<file path="config.mk">
export PLATFORM = sky130hd
export DESIGN_NAME = norm_seq_ctrl_flat
export DESIGN_NICKNAME = d
export VERILOG_FILES = /design/src/rtl/norm_seq_ctrl_if.sv /design/src/rtl/norm_seq_ctrl.sv /design/src/flat_wrapper.sv
export SDC_FILE = /design/constraint.sdc
export NUM_CORES = 1
export LEC_CHECK = 0
export CAP_MARGIN = 20
export CORE_UTILIZATION = 35
export CTS_CLUSTER_SIZE = 24
export DETAILED_ROUTE_END_ITERATION = 8
export PLACE_DENSITY = 0.63
export SLEW_MARGIN = 25
export SYNTH_ARGS = -nofsm -noshare
export SYNTH_HDL_FRONTEND = slang
export SYNTH_SLANG_ARGS = --single-unit
export TNS_END_PERCENT = 5
</file>
<file path="constraint.sdc">
create_clock -name clk -period 3.9 [get_ports clk]
set_input_delay 0.78 -clock clk [delete_from_list [all_inputs] [get_ports clk]]
set_output_delay 0.78 -clock clk [all_outputs]
set_load 0.05 [all_outputs]
</file>
<file path="src/rtl/norm_seq_ctrl_if.sv">
// Handshake and result bus for norm_seq_ctrl.
// master: operand producer / result consumer; slave: the normalizer.
interface norm_seq_ctrl_if #(
    parameter int unsigned SIZE = 10
);
    logic            in_valid;
    logic            in_ready;
    logic [SIZE-1:0] val;
    logic            out_valid;
    logic            out_ready;
    logic [4:0]      square;
    logic [1:0]      div;
    logic [SIZE-1:0] valout;
    logic            zero;
    logic            busy;

    modport master (
        output in_valid, val, out_ready,
        input  in_ready, out_valid, square, div, valout, zero, busy
    );

    modport slave (
        input  in_valid, val, out_ready,
        output in_ready, out_valid, square, div, valout, zero, busy
    );
endinterface

</file>
<file path="src/rtl/norm_seq_ctrl.sv">
// norm_seq_ctrl: bit-serial leading-one normalizer.
// An accepted operand is shifted left one bit per cycle until its MSB is set;
// the remaining count is the leading-one index. All outputs are registered.
// Optional build macro NORM_ZERO_EARLY_EXIT_EN: a zero operand skips the scan
// and completes one cycle after acceptance.
module norm_seq_ctrl #(
    parameter int unsigned SIZE = 10
) (
    input  logic            clk,
    input  logic            rst,
    norm_seq_ctrl_if.slave  ns
);
    localparam int unsigned CNT_W = $clog2(SIZE);

    typedef enum logic [1:0] {
        IDLE = 2'd0,
        SCAN = 2'd1,
        DONE = 2'd2
    } state_e;

    state_e          state_q, state_d;
    logic [SIZE-1:0] sh_q, sh_d;
    logic [CNT_W-1:0] cnt_q, cnt_d;
    logic [4:0]      square_q, square_d;
    logic [1:0]      div_q, div_d;
    logic [SIZE-1:0] valout_q, valout_d;
    logic            zero_q, zero_d;
    logic            out_valid_q, out_valid_d;
    logic            busy_q, busy_d;
    logic            in_ready_q, in_ready_d;
    logic            zero_flag;

    // State and output registers; reset clears everything and reopens the input.
    always_ff @(posedge clk) begin
        if (rst) begin
            state_q     <= IDLE;
            sh_q        <= '0;
            cnt_q       <= '0;
            square_q    <= '0;
            div_q       <= '0;
            valout_q    <= '0;
            zero_q      <= 1'b0;
            out_valid_q <= 1'b0;
            busy_q      <= 1'b0;
            in_ready_q  <= 1'b1;
        end else begin
            state_q     <= state_d;
            sh_q        <= sh_d;
            cnt_q       <= cnt_d;
            square_q    <= square_d;
            div_q       <= div_d;
            valout_q    <= valout_d;
            zero_q      <= zero_d;
            out_valid_q <= out_valid_d;
            busy_q      <= busy_d;
            in_ready_q  <= in_ready_d;
        end
    end

    // Next-state, datapath and result capture on entry to DONE.
    always_comb begin
        state_d   = state_q;
        sh_d      = sh_q;
        cnt_d     = cnt_q;
        square_d  = square_q;
        div_d     = div_q;
        valout_d  = valout_q;
        zero_d    = zero_q;
        zero_flag = 1'b0;

        case (state_q)
            IDLE: begin
                if (ns.in_valid && in_ready_q) begin
`ifdef NORM_ZERO_EARLY_EXIT_EN
                    if (ns.val == '0) begin
                        sh_d      = '0;
                        cnt_d     = '0;
                        zero_flag = 1'b1;
                        state_d   = DONE;
                    end else begin
                        sh_d    = ns.val;
                        cnt_d   = CNT_W'(SIZE - 1);
                        state_d = SCAN;
                    end
`else
                    sh_d    = ns.val;
                    cnt_d   = CNT_W'(SIZE - 1);
                    state_d = SCAN;
`endif
                end
            end
            SCAN: begin
                if (sh_q[SIZE-1]) begin
                    state_d = DONE;
                end else if (cnt_q == '0) begin
                    zero_flag = 1'b1;
                    state_d   = DONE;
                end else begin
                    sh_d  = {sh_q[SIZE-2:0], 1'b0};
                    cnt_d = cnt_q - CNT_W'(1);
                end
            end
            DONE: begin
                if (ns.out_ready) begin
                    state_d = IDLE;
                end
            end
            default: state_d = IDLE;
        endcase

        // Results are latched once and then held until the next completion.
        if (state_d == DONE && state_q != DONE) begin
            square_d = 5'(cnt_d);
            div_d    = sh_d[SIZE-2:SIZE-3];
            valout_d = sh_d;
            zero_d   = zero_flag;
        end

        out_valid_d = (state_d == DONE);
        busy_d      = (state_d != IDLE);
        in_ready_d  = (state_d == IDLE);
    end

    assign ns.in_ready  = in_ready_q;
    assign ns.out_valid = out_valid_q;
    assign ns.busy      = busy_q;
    assign ns.square    = square_q;
    assign ns.div       = div_q;
    assign ns.valout    = valout_q;
    assign ns.zero      = zero_q;

endmodule

</file>
<file path="src/flat_wrapper.sv">
// flat-port wrapper written by rule: the top's interface ports become plain ports
module norm_seq_ctrl_flat 
#(
    parameter int unsigned SIZE = 10
)
  (clk, rst, ns_in_valid, ns_val, ns_out_ready, ns_in_ready, ns_out_valid, ns_square, ns_div, ns_valout, ns_zero, ns_busy);
  norm_seq_ctrl_if #(.SIZE(SIZE)) ns_i ();
  input  logic clk;
  input  logic rst;
  input wire logic [$bits(ns_i.in_valid)-1:0] ns_in_valid;
  input wire logic [$bits(ns_i.val)-1:0] ns_val;
  input wire logic [$bits(ns_i.out_ready)-1:0] ns_out_ready;
  output wire logic [$bits(ns_i.in_ready)-1:0] ns_in_ready;
  output wire logic [$bits(ns_i.out_valid)-1:0] ns_out_valid;
  output wire logic [$bits(ns_i.square)-1:0] ns_square;
  output wire logic [$bits(ns_i.div)-1:0] ns_div;
  output wire logic [$bits(ns_i.valout)-1:0] ns_valout;
  output wire logic [$bits(ns_i.zero)-1:0] ns_zero;
  output wire logic [$bits(ns_i.busy)-1:0] ns_busy;
  assign ns_i.in_valid = ns_in_valid;
  assign ns_i.val = ns_val;
  assign ns_i.out_ready = ns_out_ready;
  assign ns_in_ready = ns_i.in_ready;
  assign ns_out_valid = ns_i.out_valid;
  assign ns_square = ns_i.square;
  assign ns_div = ns_i.div;
  assign ns_valout = ns_i.valout;
  assign ns_zero = ns_i.zero;
  assign ns_busy = ns_i.busy;
  norm_seq_ctrl #(.SIZE(SIZE)) u_core (.clk(clk), .rst(rst), .ns(ns_i));
endmodule
</file>
* Word-level counts from Yosys, hierarchy flattened
Index checks and enable logic that the tools add are counted.
** Storage, ports and cells
- Logic and storage cells :: 37
- Bits in registers :: 36
- Output and inout bits :: 21
** Operators by class
- Mux-type cells :: 16
- Reduce and logical (&&, ||, !) cells :: 6
- Eq/ne operators :: 4
- Add/sub/neg operators :: 1
** Operator list (number)
- 10-bit 2-to-1 mux :: 3
- 10-bit one-hot mux with 2 select lines :: 1
- 4-bit 2-to-1 mux :: 3
- 2-bit 2-to-1 mux :: 4
- 4-bit one-hot mux with 2 select lines :: 1
- 2-bit one-hot mux with 3 select lines :: 1
- 2-bit == test (second input constant) :: 2
- 2-bit zero test :: 2
- 4-bit zero test :: 1
- 4-bit by 1-bit subtractor with 4-bit output (second input constant) :: 1
- 1-bit 2-to-1 mux :: 3
- 2-bit by 1-bit == test with 1-bit output (second input constant) :: 1
- 1-bit logical AND :: 2
- 2-bit inequality test (second input constant) :: 1
- 2-bit nonzero test :: 1

* Longest topological paths before layout
- Depth after elaboration :: 6
- Depth in mapped cells :: 8

* Least setup slack after synthesis
OpenSTA, ideal clock, no wires.
- Path kind :: input to register
- Start point :: input ns_in_valid
- End point :: register u_core.valout_q[4] (netlist: u_core.ns.valout[4])
- Stages on the path :: 4
- Arrival :: 1.594 ns
- Setup time :: 0.128 ns
- Path slack :: 2.178 ns
- Required time :: 3.772 ns
- Cells stage by stage :: and4bb_2 -> buf_4 -> a221oi_2 -> a211oi_2
** Between the ends
- Longest elaborated chain between the ends :: 5
- Elaborated cells between the ends (all ways) :: 7
- Those cells by class :: eq/ne (1); mux (4); reduce/logical (2)
** Ends and longest elaborated chain
- from (decl) :: RTL line flat_wrapper.sv:10 : input wire logic [$bits(ns_i.in_valid)-1:0] ns_in_valid;
- 1-bit logical AND * :: RTL line norm_seq_ctrl.sv:73 : if (ns.in_valid && in_ready_q) begin
- 2-bit 2-to-1 mux :: RTL line norm_seq_ctrl.sv:73
- 2-bit one-hot mux with 3 select lines :: RTL line norm_seq_ctrl.sv:71 : case (state_q)
- 2-bit == test :: RTL line norm_seq_ctrl.sv:112 : if (state_d == DONE && state_q != DONE) begin
- 1-bit logical AND :: RTL line norm_seq_ctrl.sv:112
- to (signal assigned) :: RTL line norm_seq_ctrl.sv:52 : valout_q <= valout_d;
- to (decl) :: RTL line norm_seq_ctrl.sv:26 : logic [SIZE-1:0] valout_q, valout_d;
Every way passes the cells marked *; elsewhere a longest branch is shown, timed or not.
A chain may end at the register's enable or synchronous reset.

* Worst setup path after layout
- Start point :: input ns_in_valid
- End point :: register u_core.valout_q[5] (netlist: u_core.ns.valout[5])
The elaborated chain is that of the path after synthesis.

==> flow_summary.yaml <==
run_status:
  status: "completed"
sta:
  setup_violations: 0
  fin_crit_ps: 2240
  fin_tns_setup_ps: 0
  hold_slack_ps: 454
  worst_pin_slew_ps: 771
  rsz0062_at_grt: "no"
  fin_crit_sh_pct: 57.5
  timing.final.hold_violations: 0
  relSlewSlack_pct: 48.6
  fmax_mhz: 446
  fin_skew_ps: 5.52
  maxSlewViolCount: 0
setup_path:
  startpoint: "ns_in_valid"
  cp_num_buf_inv: 1
  rrSetupSlack_ps: 1820
  worst-endpoint-required_ps: 4040
  worst_setup_path_end_kind: "flop"
  cp_max_fo: 21
  endpoint: "u_core.ns.valout[5]$_SDFFE_PP0P_"
  startpoint_type: "primary input"
  cp_cell_sequence: "clkdlybuf4s50_1 -> and4bb_2 -> a211oi_2 -> a221oi_2 -> a211oi_2"
  slowest_delay_ps: 650
  crit_top_cell: "a211oi_2"
  r2r_end: "u_core.ns.valout[0]$_SDFFE_PP0P_"
  crit_family: "simple AND/OR/NAND/NOR gates"
  rr_worst_depth: 6
  reg2reg_from: "u_core.cnt_q[0]$_SDFF_PP0_"
  critical_path_class: "primary input to flop"
  cp.depth: 5
  cp_slowest_cell: "and4bb_2"
  critPathArrivalTime_ps: 2380
placement:
  port_buffers: 33
  place_congestion: 0.797
  dp_cells: 229
  dp_hpwl_um: 2270
clock_tree:
  ctsHoldBuffers: 0
  cts_resized: 0
  clock-sinks: 34
  clock_path_buffers: 2
  cts_tree: "yes"
  clkLatencyLatePin_ps: 280
  numCtsBuffers: 5
  h-tree-depth: 2
  clkSlewWorstSetupHoldPaths_ps: 60
  cts_root_buf: "clkbuf_8"
  postCtsSetupRepairBufs: 0
die:
  die_w_um: 69.0
  start_util_pct: 37.9
  io_pins: 35
  dieArea_mm2: 0.00475
  rows: 23
  core_region_area_mm2: 0.00414
  die_h_um: 69.0
synth:
  synthTopCellsByCount: "dfxtp_1 (34), nor2_1 (22), a211oi_2 (14), a21oi_1 (14), nand2_1 (12)"
  synthMuxAreaShare_pct: 0.718
  synth_flop_cell: "dfxtp_1"
  yosys.area_share.adder_pct: 0.797
  syn_area_mm2: 0.00157
  syn_area_per_cell_um2: 9.93
  syn_nets: 173
  synth_compound_area_share_pct: 28.4
  synthXorXnorAreaFrac_pct: 0.558
  synth_top_family_by_area: "compound AO/OA/AOI/OAI gates"
  synth_edf_count: 0
  yosysWarnings: 0
  yosysSeqAreaShare_pct: 43.4
  synth_top_area_cell: "dfxtp_1"
  async_flop_share_pct: 0
  synthCells: 158
  synth_simple_gate_area_share_pct: 16.1
  yosysUniqueCellTypes: 34
  synth_most_common_cell: "dfxtp_1"
  synth_top_area_share_pct: 43.4
  synth_area_leaders: "dfxtp_1 (43%), a211oi_2 (11%), a221oi_2 (7.7%)"
  ys_ff_latch: 34
global_route:
  grt_pass1_wl_um: 5510
  grtUsageTotal_pct: 16.5
  antenna_found_initial: 0
  grt_max_degree: 22
  grt_pass1_vias: 1167
  grt_overflow: 0
power_and_ir_drop:
  leakage_nw: 0.634
  ir_drop_mv: 0.287
  powerDensity_mw_per_mm2: 532
  power_mw: 1.04
routing:
  post_drt_wl_per_cell_um: 14.1
  antenna_left: 0
  drc: 0
  first_pass_iters: 4
  routed_wl_um: 3320
  drt-initial-drc-count: 43
  route.vias.total: 1238
  avgViaCountPerCell: 5.27
flow_run:
  cap_violations: 0
finish:
  synthToLayoutAreaGrowth_pct: 24.1
  diodes: 0
  drive_gt1_share_pct: 19.5
  final_cells: 235
  final_util_pct: 47.0
  finalNetCount: 201
min_path:
  min_path_type: "flop to flop"
[final cells by class]
class | instances | area (um^2)
fill | 395 | 2200
multi-input combinational | 99 | 734
inverter | 11 | 41.3
timing repair buffer | 35 | 345
clock buffer | 6 | 82.6
sequential | 34 | 681
tap | 50 | 62.6
[cell families after synthesis]
family / count (synthesis)
compound gates: 47
xor+xnor: 1
fa+ha+maj: 1
buf+inv: 25
flops: 34
mux: 1
other cells: 1
simple gates: 48
[power by group]
| part | leakage [nW] | switching [mW] | internal [mW] |
|---|---|---|---|
| clock | 0.0431 | 0.118 | 0.136 |
| combinational | 0.314 | 0.229 | 0.132 |
| sequential | 0.278 | 0.0338 | 0.388 |
| total | 0.634 | 0.380 | 0.656 |
[cells in the final DEF (no fill, tap or decap)]
cell type / instances
and4bb_2: 1
nand4_1: 1
clkdlybuf4s50_1: 33
a32oi_1: 3
inv_1: 11
nand2_1: 12
a31oi_1: 1
a221oi_2: 8
mux2_2: 1
ha_1: 1
o21ai_0: 1
nand4b_1: 1
dfxtp_1: 34
nor2_1: 22
nor3_1: 1
nand2b_4: 1
nor3_4: 1
or3b_4: 1
nand3_1: 2
and2b_1: 1
a21oi_1: 14
conb_1: 1
nand2b_1: 1
nor3b_1: 2
buf_4: 2
nor3b_2: 1
clkbuf_8: 6
o21a_1: 1
a211oi_1: 4
xnor2_1: 1
o21ai_1: 1
a211oi_2: 14
[routing by layer]
metal | up-vias | global-route usage (%) | part of all wire, %
met5 | - | 0 | 0
met4 | 0 | 8.16 | 1.7
met3 | 6 | 6.09 | 4.3
met2 | 31 | 24.2 | 48
met1 | 588 | 21.0 | 46
li1 | 613 | - | -
[flip-flops by register name, indices dropped and copies added, names as in the netlist]
signal,cells
u_core.state_q,2
u_core.ns.busy,1
u_core.ns.in_ready,1
u_core.ns.square,4
u_core.cnt_q,4
u_core.ns.valout,10
u_core.ns.zero,1
u_core.sh_q,10
u_core.ns.out_valid,1
[how the worst min path moves through the flow]
stage / cells past startpoint / end / slack, ps / start
3_5_place_dp: 2 / u_core.ns.valout[0]$_SDFFE_PP0P_ / 450 / u_core.ns.valout[0]$_SDFFE_PP0P_
6_report: 2 / u_core.ns.valout[0]$_SDFFE_PP0P_ / 450 / u_core.ns.valout[0]$_SDFFE_PP0P_
5_1_grt: 2 / u_core.ns.valout[0]$_SDFFE_PP0P_ / 480 / u_core.ns.valout[0]$_SDFFE_PP0P_
2_1_floorplan: 2 / u_core.ns.square[0]$_SDFFE_PP0P_ / 470 / u_core.cnt_q[0]$_SDFF_PP0_
4_1_cts: 2 / u_core.ns.valout[0]$_SDFFE_PP0P_ / 460 / u_core.ns.valout[0]$_SDFFE_PP0P_
3_3_place_gp: 2 / u_core.ns.valout[0]$_SDFFE_PP0P_ / 450 / u_core.ns.valout[0]$_SDFFE_PP0P_
[through the flow]
stage               area (um^2)  worst slack (ps)
CTS                        1950              1640
detailed placement         1860              1360
floorplan                  1570              2180
global placement           1860              1410
global route               1950              1570
finish                     1950              1660
[worst min-delay path: stages, from the launching register on]
cell     delay (ps)
dfxtp_1         310
nand2_1          50
a21oi_1          50
(Power assumes the default switching activity.)
